`config.mk`:
```
export PLATFORM = sky130hd
export DESIGN_NAME = ofmap_writeback_flat
export DESIGN_NICKNAME = d
export VERILOG_FILES = /design/src/rtl/ofmap_writeback_if.sv /design/src/rtl/ofmap_writeback.sv /design/src/flat_wrapper.sv
export SDC_FILE = /design/constraint.sdc
export NUM_CORES = 1
export LEC_CHECK = 0
export ABC_AREA = 1
export CORE_ASPECT_RATIO = 0.6
export CORE_UTILIZATION = 25
export CTS_BUF_LIST = sky130_fd_sc_hd__clkbuf_4 sky130_fd_sc_hd__clkbuf_8
export DETAILED_ROUTE_END_ITERATION = 10
export PLACE_DENSITY = 0.4
export SLEW_MARGIN = 10
export SYNTH_ARGS = -nofsm -noshare
export SYNTH_HDL_FRONTEND = slang
export SYNTH_SLANG_ARGS = --single-unit
```
`constraint.sdc`:
```
create_clock -name i_clk -period 27.1 [get_ports i_clk]
set_input_delay 4.065 -clock i_clk [delete_from_list [all_inputs] [get_ports i_clk]]
set_output_delay 4.065 -clock i_clk [all_outputs]
set_load 0.01 [all_outputs]
```
`src/rtl/ofmap_writeback_if.sv`:
```
// Bus interfaces for ofmap_writeback.
//   ofmap_acc_if : accumulator vector stream (valid/ready/data).
//                  master = accumulator backend, slave = writeback unit.
//   ofmap_ram_if : IA RAM write port (we/addr/wdata); the RAM never stalls.
//                  master = writeback unit, slave = IA RAM.
interface ofmap_acc_if #(
  parameter int LANES     = 8,
  parameter int ACC_WIDTH = 17
) ();
  logic                         valid;
  logic                         ready;
  logic [LANES*ACC_WIDTH-1:0]   data;

  modport master (output valid, output data, input ready);
  modport slave  (input valid, input data, output ready);
endinterface

interface ofmap_ram_if #(
  parameter int LANES      = 8,
  parameter int OUT_WIDTH  = 8,
  parameter int ADDR_WIDTH = 11
) ();
  logic                         we;
  logic [ADDR_WIDTH-1:0]        addr;
  logic [LANES*OUT_WIDTH-1:0]   wdata;

  modport master (output we, output addr, output wdata);
  modport slave  (input we, input addr, input wdata);
endinterface

```
`src/rtl/ofmap_writeback.sv`:
```
// ofmap_writeback: requantizes accumulated output-feature-map vectors and
// writes them as packed words into the input-activation RAM.
// Ports:
//   i_clk, i_rst_n      clock, synchronous active-low reset
//   i_start             one-cycle frame start (honoured only in IDLE)
//   i_base_addr         first RAM word address (latched on start)
//   i_num_words         vectors in the frame (latched on start)
//   i_shift, i_relu_en  requantization controls (latched on start)
//   acc                 accumulator vector stream (slave)
//   ram                 IA RAM write port (master)
//   o_busy              high whenever the FSM is not IDLE
//   o_done              one-cycle end-of-frame pulse
//   o_sat_count         lanes clipped in the current frame (saturating)
module ofmap_writeback #(
  parameter int LANES      = 8,
  parameter int ACC_WIDTH  = 17,
  parameter int OUT_WIDTH  = 8,
  parameter int ADDR_WIDTH = 11
) (
  input  logic                  i_clk,
  input  logic                  i_rst_n,
  input  logic                  i_start,
  input  logic [ADDR_WIDTH-1:0] i_base_addr,
  input  logic [ADDR_WIDTH:0]   i_num_words,
  input  logic [4:0]            i_shift,
  input  logic                  i_relu_en,
  ofmap_acc_if.slave            acc,
  ofmap_ram_if.master           ram,
  output logic                  o_busy,
  output logic                  o_done,
  output logic [15:0]           o_sat_count
);

  localparam int EXT_W = ACC_WIDTH + 1;
  localparam int CNT_W = $clog2(LANES + 1);
  localparam logic signed [EXT_W-1:0] U_MAX = EXT_W'((1 << OUT_WIDTH) - 1);
  localparam logic signed [EXT_W-1:0] S_MAX = EXT_W'((1 << (OUT_WIDTH - 1)) - 1);
  localparam logic signed [EXT_W-1:0] S_MIN = EXT_W'(-(1 << (OUT_WIDTH - 1)));
  localparam logic [ADDR_WIDTH:0]     K_ONE = {{ADDR_WIDTH{1'b0}}, 1'b1};

  typedef enum logic [1:0] {S_IDLE, S_RUN, S_FLUSH, S_DONE} state_t;

  // Round-half-up then arithmetic shift; one guard bit absorbs the rounding add.
  function automatic logic signed [EXT_W-1:0] round_shift(
    input logic signed [ACC_WIDTH-1:0] v,
    input logic [4:0]                  sh
  );
    logic signed [EXT_W-1:0] ext;
    logic signed [EXT_W-1:0] rnd;
    ext = {v[ACC_WIDTH-1], v};
    rnd = '0;
    if (sh != 5'd0) rnd = {{(EXT_W-1){1'b0}}, 1'b1} << (sh - 5'd1);
    return (ext + rnd) >>> sh;
  endfunction

  // Returns {clipped, value}. ReLU zeroing of negatives is not a clip.
  function automatic logic [OUT_WIDTH:0] saturate(
    input logic signed [EXT_W-1:0] v,
    input logic                    relu
  );
    if (relu) begin
      if (v < 0)          return {1'b0, {OUT_WIDTH{1'b0}}};
      else if (v > U_MAX) return {1'b1, {OUT_WIDTH{1'b1}}};
      else                return {1'b0, v[OUT_WIDTH-1:0]};
    end else begin
      if (v > S_MAX)      return {1'b1, 1'b0, {(OUT_WIDTH-1){1'b1}}};
      else if (v < S_MIN) return {1'b1, 1'b1, {(OUT_WIDTH-1){1'b0}}};
      else                return {1'b0, v[OUT_WIDTH-1:0]};
    end
  endfunction

  state_t                      r_state, w_state_nxt;
  logic [ADDR_WIDTH-1:0]       r_base;
  logic [ADDR_WIDTH:0]         r_num;
  logic [ADDR_WIDTH:0]         r_k;
  logic [4:0]                  r_shift;
  logic                        r_relu;
  logic [15:0]                 r_sat;
  logic                        r_vld_p1;
  logic [ADDR_WIDTH-1:0]       r_addr_p1;
  logic [LANES*OUT_WIDTH-1:0]  r_wdata_p1;

  logic                        w_ready;
  logic                        w_hs;
  logic                        w_start_ok;
  logic [OUT_WIDTH:0]          w_sq;
  logic [LANES*OUT_WIDTH-1:0]  w_qdata;
  logic [CNT_W-1:0]            w_nclip;
  logic [16:0]                 w_sat_sum;

  // Ready depends only on state and k so it never waits on acc.valid.
  assign w_ready    = (r_state == S_RUN) && (r_k < r_num);
  assign w_hs       = acc.valid && w_ready;
  assign w_start_ok = (r_state == S_IDLE) && i_start;
  assign acc.ready  = w_ready;

  always_ff @(posedge i_clk) begin
    if (!i_rst_n) r_state <= S_IDLE;
    else          r_state <= w_state_nxt;
  end

  always_comb begin
    w_state_nxt = r_state;
    o_done      = 1'b0;
    o_busy      = (r_state != S_IDLE);
    case (r_state)
      S_IDLE:  if (i_start) w_state_nxt = (i_num_words == '0) ? S_DONE : S_RUN;
      S_RUN:   if (w_hs && ((r_k + K_ONE) == r_num)) w_state_nxt = S_FLUSH;
      S_FLUSH: w_state_nxt = S_DONE;
      S_DONE: begin
        o_done      = 1'b1;
        w_state_nxt = S_IDLE;
      end
      default: w_state_nxt = S_IDLE;
    endcase
  end

  // p0: quantize all lanes of the presented vector
  always_comb begin
    w_sq    = '0;
    w_qdata = '0;
    w_nclip = '0;
    for (int l = 0; l < LANES; l++) begin
      w_sq = saturate(round_shift(acc.data[l*ACC_WIDTH +: ACC_WIDTH], r_shift), r_relu);
      w_qdata[l*OUT_WIDTH +: OUT_WIDTH] = w_sq[OUT_WIDTH-1:0];
      w_nclip = w_nclip + CNT_W'(w_sq[OUT_WIDTH]);
    end
  end

  assign w_sat_sum = {1'b0, r_sat} + 17'(w_nclip);

  // p1: registered RAM write, one cycle after the handshake
  always_ff @(posedge i_clk) begin
    if (!i_rst_n) begin
      r_base     <= '0;
      r_num      <= '0;
      r_k        <= '0;
      r_shift    <= '0;
      r_relu     <= 1'b0;
      r_sat      <= '0;
      r_vld_p1   <= 1'b0;
      r_addr_p1  <= '0;
      r_wdata_p1 <= '0;
    end else begin
      r_vld_p1 <= w_hs;
      if (w_start_ok) begin
        r_base  <= i_base_addr;
        r_num   <= i_num_words;
        r_shift <= i_shift;
        r_relu  <= i_relu_en;
        r_k     <= '0;
        r_sat   <= '0;
      end
      if (w_hs) begin
        r_wdata_p1 <= w_qdata;
        r_addr_p1  <= r_base + r_k[ADDR_WIDTH-1:0];
        r_k        <= r_k + K_ONE;
        r_sat      <= w_sat_sum[16] ? 16'hFFFF : w_sat_sum[15:0];
      end
    end
  end

  assign ram.we      = r_vld_p1;
  assign ram.addr    = r_addr_p1;
  assign ram.wdata   = r_wdata_p1;
  assign o_sat_count = r_sat;

endmodule

```
`src/flat_wrapper.sv`:
```
// flat-port wrapper written by rule: the top's interface ports become plain ports
module ofmap_writeback_flat 
#(
  parameter int LANES      = 8,
  parameter int ACC_WIDTH  = 17,
  parameter int OUT_WIDTH  = 8,
  parameter int ADDR_WIDTH = 11
)
  (i_clk, i_rst_n, i_start, i_base_addr, i_num_words, i_shift, i_relu_en, o_busy, o_done, o_sat_count, acc_valid, acc_data, acc_ready, ram_we, ram_addr, ram_wdata);
  ofmap_acc_if #(.LANES(LANES), .ACC_WIDTH(ACC_WIDTH)) acc_i ();
  ofmap_ram_if #(.LANES(LANES), .OUT_WIDTH(OUT_WIDTH), .ADDR_WIDTH(ADDR_WIDTH)) ram_i ();
  input  logic i_clk;
  input  logic i_rst_n;
  input  logic i_start;
  input  logic [ADDR_WIDTH-1:0] i_base_addr;
  input  logic [ADDR_WIDTH:0] i_num_words;
  input  logic [4:0] i_shift;
  input  logic i_relu_en;
  output logic o_busy;
  output logic o_done;
  output logic [15:0] o_sat_count;
  input wire logic [$bits(acc_i.valid)-1:0] acc_valid;
  input wire logic [$bits(acc_i.data)-1:0] acc_data;
  output wire logic [$bits(acc_i.ready)-1:0] acc_ready;
  output wire logic [$bits(ram_i.we)-1:0] ram_we;
  output wire logic [$bits(ram_i.addr)-1:0] ram_addr;
  output wire logic [$bits(ram_i.wdata)-1:0] ram_wdata;
  assign acc_i.valid = acc_valid;
  assign acc_i.data = acc_data;
  assign acc_ready = acc_i.ready;
  assign ram_we = ram_i.we;
  assign ram_addr = ram_i.addr;
  assign ram_wdata = ram_i.wdata;
  ofmap_writeback #(.LANES(LANES), .ACC_WIDTH(ACC_WIDTH), .OUT_WIDTH(OUT_WIDTH), .ADDR_WIDTH(ADDR_WIDTH)) u_core (.i_clk(i_clk), .i_rst_n(i_rst_n), .i_start(i_start), .i_base_addr(i_base_addr), .i_num_words(i_num_words), .i_shift(i_shift), .i_relu_en(i_relu_en), .acc(acc_i), .ram(ram_i), .o_busy(o_busy), .o_done(o_done), .o_sat_count(o_sat_count));
endmodule
```
Word-level counts from Yosys, hierarchy flattened
Cells that the tools add are included.
Cells by class
  magnitude comparators: 33
  mux-type cells: 51
  reduce and logical (&&, ||, !) cells: 10
  eq/ne operators: 6
  shifts and indexed selects: 9
  $add $sub $neg: 19
Operator list (number)
  $mux 9: 40
  $add 17x18->18: 8
  $gt 18x8->1 const B: 8
  $gt 18x9->1 const B: 8
  $lt 18x1->1 const B: 8
  $lt 18x8->1 const B: 8
  $sshr 18x5->18: 8
  $mux 16: 3
  $add 4x1->4: 6
  $mux 12: 2
  $mux 18: 1
  $shl 1x5->18 const A: 1
  $add 16x4->17: 1
  $add 12x1->12 const B: 1
  $eq 12x12->1: 1
  $logic_not 12->1: 1
  $lt 12x12->1: 1
  $add 11x11->11: 1
  $pmux 2 s4: 1
  $mux 2: 3
  $reduce_bool 5->1: 1
  $sub 5x1->5 const B: 1
  $eq 2x2->1 const B: 2
  $logic_and 1x1->1: 4
  7 further kinds: 9
Storage, ports and cells
  register bits after elaboration: 135
  logic and storage cells: 138

Depth between registers and ports, before layout
Gate-level depths: netlist of run 1.
  word-level depth: 19
  depth in mapped cells: 63
  gate-level depth less buffers: 59

Worst setup path after synthesis of run 1
No wires, ideal clock.
  path type: input -> register
  start point: input port acc_data[27]
  end point: register u_core.r_sat[15], in the netlist u_core.o_sat_count[15]
  data arrival time: 10.875 ns
  stages: 43
  required time: 26.983 ns
  slack: 16.107 ns
  library setup time: 0.117 ns
  buffers on the path: 0
  cells stage by stage: ha_1 -> a21oi_1 -> o21ai_0 -> a221oi_1 -> nand2_1 -> nand2_1 -> nand2_4 -> inv_4 -> nand2_4 -> nand3_1 -> nand2_1 -> nand2_1 -> nand3_1 -> a21oi_4 -> nand3b_2 -> nand2_2 -> a21oi_1 -> ha_1 -> (+7 left out) -> a21oi_1 -> nor2_1 -> nor2_1 -> nor2_1 -> inv_1 -> a21oi_1 -> inv_1 -> nor3_1 -> inv_1 -> nor2_1 -> inv_1 -> nor3_1 -> inv_1 -> nor2_1 -> inv_1 -> o31ai_1 -> nand3_1 -> a32o_1
Between the ends
  cells in the longest elaborated chain, start to end: 16
  elaborated cells between the ends (all ways): 21
RTL lines
  start, declared: RTL line flat_wrapper.sv:23  | input wire logic [$bits(acc_i.data)-1:0] acc_data;
  $add 17x18->18 (*): RTL line ofmap_writeback.sv:53  | return (ext + rnd) >>> sh;
  $sshr 18x5->18 (*): RTL line ofmap_writeback.sv:53
  $lt 18x8->1 or $gt 18x9->1 (tied branches): RTL line ofmap_writeback.sv:67, ofmap_writeback.sv:63
  $mux 9, on equally long branches: RTL line ofmap_writeback.sv:67, ofmap_writeback.sv:63
  $mux 9, on equally long branches: RTL line ofmap_writeback.sv:66, ofmap_writeback.sv:62
  $mux 9 (*): RTL line ofmap_writeback.sv:61  | if (relu) begin
  $add 1x1->2 (*): RTL line ofmap_writeback.sv:126  | w_nclip = w_nclip + CNT_W'(w_sq[OUT_WIDTH]);
  $add 4x1->4 (*) (6 in a row): RTL line ofmap_writeback.sv:126
  $add 16x4->17 (*): RTL line ofmap_writeback.sv:130  | assign w_sat_sum = {1'b0, r_sat} + 17'(w_nclip);
  $mux 16 (*): RTL line ofmap_writeback.sv:158  | r_sat <= w_sat_sum[16] ? 16'hFFFF : w_sat_sum[15:0];
  $mux 16 (*): RTL line ofmap_writeback.sv:154  | if (w_hs) begin
  end signal, assigned: RTL line ofmap_writeback.sv:158
  end, declared: RTL line ofmap_writeback.sv:78  | logic [15:0] r_sat;
Every way passes the cells marked *; elsewhere a longest branch is shown, timed or not.
A chain may end at the register's enable or synchronous reset.

Worst setup path in the final report of run 1
  start point: input port acc_data[44]
  end point: register u_core.r_sat[15], in the netlist u_core.o_sat_count[15]
Between the ends
  cells in the longest elaborated chain, start to end: 15
  elaborated cells between the ends (all ways): 20
RTL lines (RTL line)
  $add 17x18->18 (*): ofmap_writeback.sv:53
  $sshr 18x5->18 (*): ofmap_writeback.sv:53
  $lt 18x8->1 or $gt 18x9->1 (tied branches): ofmap_writeback.sv:67, ofmap_writeback.sv:63
  $mux 9, on equally long branches: ofmap_writeback.sv:67, ofmap_writeback.sv:63
  $mux 9, on equally long branches: ofmap_writeback.sv:66, ofmap_writeback.sv:62
  $mux 9 (*): ofmap_writeback.sv:61
  $add 4x1->4 (*) (6 in a row): ofmap_writeback.sv:126
  $add 16x4->17 (*): ofmap_writeback.sv:130
  $mux 16 (*): ofmap_writeback.sv:158
  $mux 16 (*): ofmap_writeback.sv:154
Marked as above.

==> metrics, run 1 <==
status=finished, final reports clean; r2r setup slk=about 16 ns; post-DP HPWL=81.25 mm; internal power=~940 uW; Initial Util=roughly 25%; I/O pins=roughly 260; final setup fails=0; peak supply drop=~38 uV; Synth Flop Type=dfxtp_1; Hold Startpoint=u_core.ram.addr[7]; PortBufs=between 200 and 300; layout cells sized above 1=roughly 5.5%; commonest non-fill, non-tap cells in the layout=nand2_1 (1,134), nand3_1 (734), inv_1 (357); Area Overhead vs Synth=18.94%; FF-to-FF Start=u_core.r_shift[2]; max frequency=~83 MHz; grt ovf=0; largest net degree at the start of global routing=78; WHS Endpoint=u_core.ram.addr[7]; crit start category=primary input; final core occ=30.09%; commonest non-fill, non-tap cell in the layout=nand2_1; FP Rows=between 80 and 90; RSZ-0062 raised after global routing=false; clock network power share=7.9%; Placed Cells incl. Taps=between 5k and 6k; post-synthesis sequential area ratio=between 10% and 20%; clock root cell=clkbuf_8; min Tclk post-route=approximately 12 ns; initial antenna violation count=2; routed wire length per instance=18.25 microns; Distinct cells, synth=between 60 and 70; total die area=92,080 sq um; hold crit path type=register to register; max-cap viol count=0; Worst EP arrival=between 10 and 15 ns; worst setup path category=primary input to register; Final period util=between 40% and 50%; Least-Margin Pin Slew=1.188 ns; worst clock skew=between 0.02 and 0.025 ns; CP top delay family=adder cells; vias in the first global route=about 27k; Synthesized Nets=4,438; CP bufs+invs=10; final wirelength=approximately 100 mm; hold path cells=2; Pleak=approximately 13 nW; Comb pwr share=roughly 80%; via count=around 28k; Slew Limit Fails=0; global-route wire length before repair=around 150 mm; Avg Vias per Cell=about 5.0; Cell Area, Synth=between 20,000 and 25,000 sq um; setup TNS=0 ns; synth warn=0; r2r endpoint=u_core.o_sat_count[15]; Power Total=about 2.3 mW; core area=around 90,000 sq um; Starting DRT DRC Count=about 1.9k; fraction of registers with async set or reset after synthesis=0%; # hold bufs at CTS=0; final cell count without fillers=about 5.5k; Top cell by count, worst path=inv_1; # H-tree levels=4; slowest stage delay, CP=between 0.7 and 0.8 ns; Worst Setup End Kind=register; Sink Count=between 100 and 150; Post-synth EDFFs=0; Chip Width=approximately 390 microns; synthesized area per cell=5.534 sq um; GR Util All Layers=21.46%; Crit-path slowest cell=a31oi_1; clk slew on worst S/H paths=about 0.070 ns; Req. time, crit path=approximately 27 ns; Nets=roughly 4.6k; CTS tree=yes; cell count after synthesis=around 4.1k; fill count=roughly 10k; Detail Route Antenna Nets=0; Initial DRT Pass Iterations=5; post-cts resize count=0; sequential share of power=a little under an eighth; crit-path max FO=8; final hold vios=0; net switching power=between 1 and 1.5 mW; Setup Fix Bufs, Post-CTS=0; worst r2r path cells=just over 50; Seq cells post-synth=approximately 140; CTS Buf Count=25; Skew-Pair Late Insertion Delay=about 0.51 ns; CTS max path bufs=3; relative slew slack=between 20% and 30%; drt drc=0; Sw Share=59.07%; routability cong.=slightly below 0.9; chip height=roughly 240 microns; P per Cell Area=~85 nW/um^2
power by group through the flow:
stage | clock network, mW | logic [mW] | registers, mW
after floorplan | 0 | 1.27 | 0.281
after global placement | 0 | 1.87 | 0.280
after detailed placement | 0 | 1.84 | 0.280
after CTS | 0.191 | 1.85 | 0.276
after global routing | 0.201 | 2.08 | 0.282
final | 0.182 | 1.85 | 0.275
worst min-delay path, delay by kind of cell (launching register included):
family / cells / cell delay (ns)
AOI/OAI and AO/OA: 1 / 0.06
DFF: 1 / 0.31
and+or+nand+nor: 1 / 0.06
routing by layer:
layer	global-route usage, %	share of wire (%)	vias up
met2	36.07	46	619
met4	3.767	1.6	0
met1	29.71	48	12750
met5	0	0	-
li1	-	-	14210
met3	2.211	3.9	96
metrics by stage:
stage / cell area [sq um] / setup WS, ns / hold WS, ns
floorplan: 22710 / 16.11 / 0.4572
CTS: 27000 / 15.22 / 0.4733
global route: 27010 / 14.38 / 0.5016
detailed placement: 26590 / 14.67 / 0.4638
global placement: 26590 / 14.63 / 0.4587
finish: 27010 / 15.09 / 0.4700
cells by family (layout without fill, tap and decap cells):
group	after synthesis	after routing	share of synthesized area [%]
compound gates	727	727	18.43
xor+xnor	73	73	2.816
fa+ha+maj	166	166	9.378
buf+inv	554	730	9.428
flops	135	135	11.90
mux	5	5	0.2204
other cells	0	2	0
simple gates	2443	2443	47.83
registers in the layout, summed over array words and instances, names as in the netlist:
signal / cells
u_core.r_k: 12
u_core.r_shift: 5
u_core.ram.wdata: 64
u_core.r_relu: 1
u_core.r_num: 12
u_core.ram.addr: 11
u_core.ram.we: 1
u_core.r_base: 11
u_core.r_state: 2
u_core.o_sat_count: 16
cell usage after synthesis (all sizes together) (3+ instances only):
cell type  number  area, sq um
buf            73        322.8
nor4           14        87.58
o221a           5        56.30
a31oi          35        225.2
o2111ai         3        26.28
nor2          363         1470
o311ai          3        26.28
clkinv          3        11.26
a21o            6        45.04
o221ai          4        35.03
xnor2          15        131.4
o21ai         266         1354
nand3         752         3869
fa              7        140.1
a32o            9        90.09
ha            159         1989
clkbuf         91        341.6
mux2i           5        50.05
inv           387         1465
xor2           58        508.0
nor3           49        245.2
o21bai         20        150.1
dfxtp         135         2703
o31ai           3        22.52
a21oi         283         1454
nand3b         31        236.5
o211ai         21        157.7
or2            17        106.4
nand2        1179         4607
o32ai           7        61.31
and2            4        25.02
a211oi          3        22.52
o21a           33        247.7
o22ai           6        37.54
a221oi          8        70.07
nand4          33        206.5
layout make-up:
cell class,count,area (sq um),share of cell area [%]
multi-input cells,3414,17910,66.31
inverters,390,1484,5.494
flip-flops and latches,135,2714,10.05
repair buffers,307,2960,10.96
well taps,1218,1524,5.643
diodes,2,5.005,0.01853
clock inverters,2,10.01,0.03706
clock buffers,31,401.6,1.487
worst max-delay path by stage:
| stage | slack (ns) | to | startpoint | cells past startpoint |
|---|---|---|---|---|
| 2_1_floorplan | 16.11 | u_core.o_sat_count[15] | acc_data[27] | 43 |
| 3_3_place_gp | 14.63 | u_core.o_sat_count[15] | acc_data[42] | 47 |
| 3_5_place_dp | 14.67 | u_core.o_sat_count[15] | acc_data[29] | 44 |
| 4_1_cts | 15.22 | u_core.o_sat_count[15] | acc_data[29] | 44 |
| 5_1_grt | 14.38 | u_core.o_sat_count[7] | acc_data[46] | 37 |
| 6_report | 15.09 | u_core.o_sat_count[15] | acc_data[44] | 44 |
Note: power is estimated with default switching activity, not from simulation.
==> run 2, diff against run 1 <==
==> constraint.sdc (replaced) <==
create_clock -name i_clk -period 11.8 [get_ports i_clk]
set_input_delay 1.77 -clock i_clk [delete_from_list [all_inputs] [get_ports i_clk]]
set_output_delay 1.77 -clock i_clk [all_outputs]
set_load 0.01 [all_outputs]
==> run 2 against run 1 <==
  * First-iteration DRC count increased by 2.4%
  * Hold slack improved by 0.011 ns
  * Non-clock buffer count increased by 3
  * Power increased by 130%
  * Clock power increased by 120%
  * Setup slack got worse by 13 ns
  * Global-route usage about the same
  * Sequential power increased by 130%
  * Die area unchanged
  * Count of clock-buffer cells in the layout decreased by 12
  * Critical path depth increased by 1
  * Critical path type is now register to register
  * Critical endpoint is now u_core.o_sat_count[11]
  * Highest routed layer unchanged
==> metrics, run 2 (synthesis results as in run 1) <==
chip height=approximately 240 microns; max reg flops=64; core area=89,760 sq um; sequential share of power=between 10% and 20%; CP top delay family=simple AND/OR/NAND/NOR gates; clk slew on worst S/H paths=approximately 0.10 ns; P per Cell Area=195.0 nW/um^2; total die area=roughly 92,000 sq um; Chip Width=~390 microns; peak supply drop=about 80 uV; Least-Margin Pin Slew=between 0.8 and 0.9 ns; largest net degree at the start of global routing=80; commonest non-fill, non-tap cells in the layout=nand2_1 (1,134), nand3_1 (734), inv_1 (357); CP bufs+invs=7; Crit-path slowest cell=nor2_1; Worst Setup End Kind=register; RSZ-0062 raised after global routing=false; crit-path max FO=26; crit start category=register; Placed Cells incl. Taps=5,467; setup TNS=0 ns; Power Total=around 5.3 mW; # hold bufs at CTS=0; Setup Fix Bufs, Post-CTS=0; commonest non-fill, non-tap cell in the layout=nand2_1; Top cell by count, worst path=nand2_1; Skew-Pair Late Insertion Delay=approximately 0.5 ns; Slew Limit Fails=0; # H-tree levels=4; layout cells sized above 1=between 5 and 6%; Avg Vias per Cell=approximately 5; internal power=around 2.1 mW; clock network power share=approximately 7.7%; Comb pwr share=around four fifths; CTS Buf Count=17; relative slew slack=40.87%; grt ovf=0; Initial DRT Pass Iterations=5; Initial Util=25.30%; final setup fails=0; status=finished, final reports clean; Nets=between 4k and 5k; min Tclk post-route=just over 10 ns; Worst EP arrival=between 10 and 15 ns; vias in the first global route=approximately 27k; drt drc=0; PortBufs=263; FP Rows=between 80 and 90; Detail Route Antenna Nets=0; final hold vios=0; routability cong.=approximately 0.89; post-cts resize count=0; worst setup path category=register to register; final wirelength=99.71 mm; CTS tree=yes; worst clock skew=0.02033 ns; initial antenna violation count=2; net switching power=between 3 and 4 mW; via count=about 28k; Area Overhead vs Synth=18.96%; global-route wire length before repair=between 150 and 200 mm; Starting DRT DRC Count=1,899; slowest stage delay, CP=about 0.58 ns; post-DP HPWL=a little over 80 mm; max frequency=slightly below 100 MHz; Sw Share=59.23%; clock root cell=clkbuf_8; I/O pins=about 260; Pleak=12.94 nW; max-cap viol count=0; hold_ws=a little under 0.5 ns; final cell count without fillers=approximately 5.5k; routed wire length per instance=18.13 microns; Sink Count=about 140; Final period util=~85%; Req. time, crit path=around 12 ns; hold crit path type=register to register; CTS max path bufs=2; GR Util All Layers=around 22%
[run 2: power groups by stage]
stage / logic (mW) / clock network (mW) / registers, mW
floorplan: 2.93 / 0 / 0.645
global placement: 4.29 / 0 / 0.637
detailed placement: 4.25 / 0 / 0.637
CTS: 4.27 / 0.432 / 0.627
global route: 4.81 / 0.451 / 0.640
finish: 4.24 / 0.406 / 0.626
[run 2: through the flow]
step	util [%]	worst slack, ns	instance area [sq um]
finish	30.09	1.719	27010
global route	30.09	0.8166	27010
CTS	30.09	1.772	27010
detailed placement	29.65	1.711	26610
global placement	29.65	1.720	26610
floorplan	-	2.257	22710
[run 2: layout make-up]
type                            count  area, sq um
Fill cell                       10350        62750
Multi-Input combinational cell   3414        17910
Timing Repair Buffer              310         2983
Sequential cell                   135         2714
Tap cell                         1218         1524
Inverter                          390         1484
Clock buffer                       19        261.5
Clock inverter                     13        130.1
Antenna cell                        2        5.005
[run 2: worst paths after layout]
kind | from | to | cells past startpoint | slack (ns)
worst max-delay path | u_core.r_shift[0] | u_core.o_sat_count[11] | 45 | 1.72
worst min-delay path | u_core.ram.addr[7] | u_core.ram.addr[7] | 2 | 0.48
worst min register to register | u_core.ram.addr[7] | u_core.ram.addr[7] | 2 | 0.48
worst max register to register | u_core.r_shift[0] | u_core.o_sat_count[11] | 45 | 1.72
[run 2: layer usage]
metal  GRT usage (%)  vias to the layer above  wire [microns]
li1                -                    14210               -
met1           29.40                    12790           47960
met2           36.79                      517           47160
met3           2.133                       70            3339
met4           3.470                        0            1249
met5               0                        -               0
[run 2: worst reg2reg max path: cells and delay by family (launching register included)]
family          cells  cell delay (ns)
fa+ha+maj           7             3.11
flops               1             0.45
simple gates       22             3.83
xor+xnor            1             0.24
compound gates      8             1.26
buf+inv             7             1.12
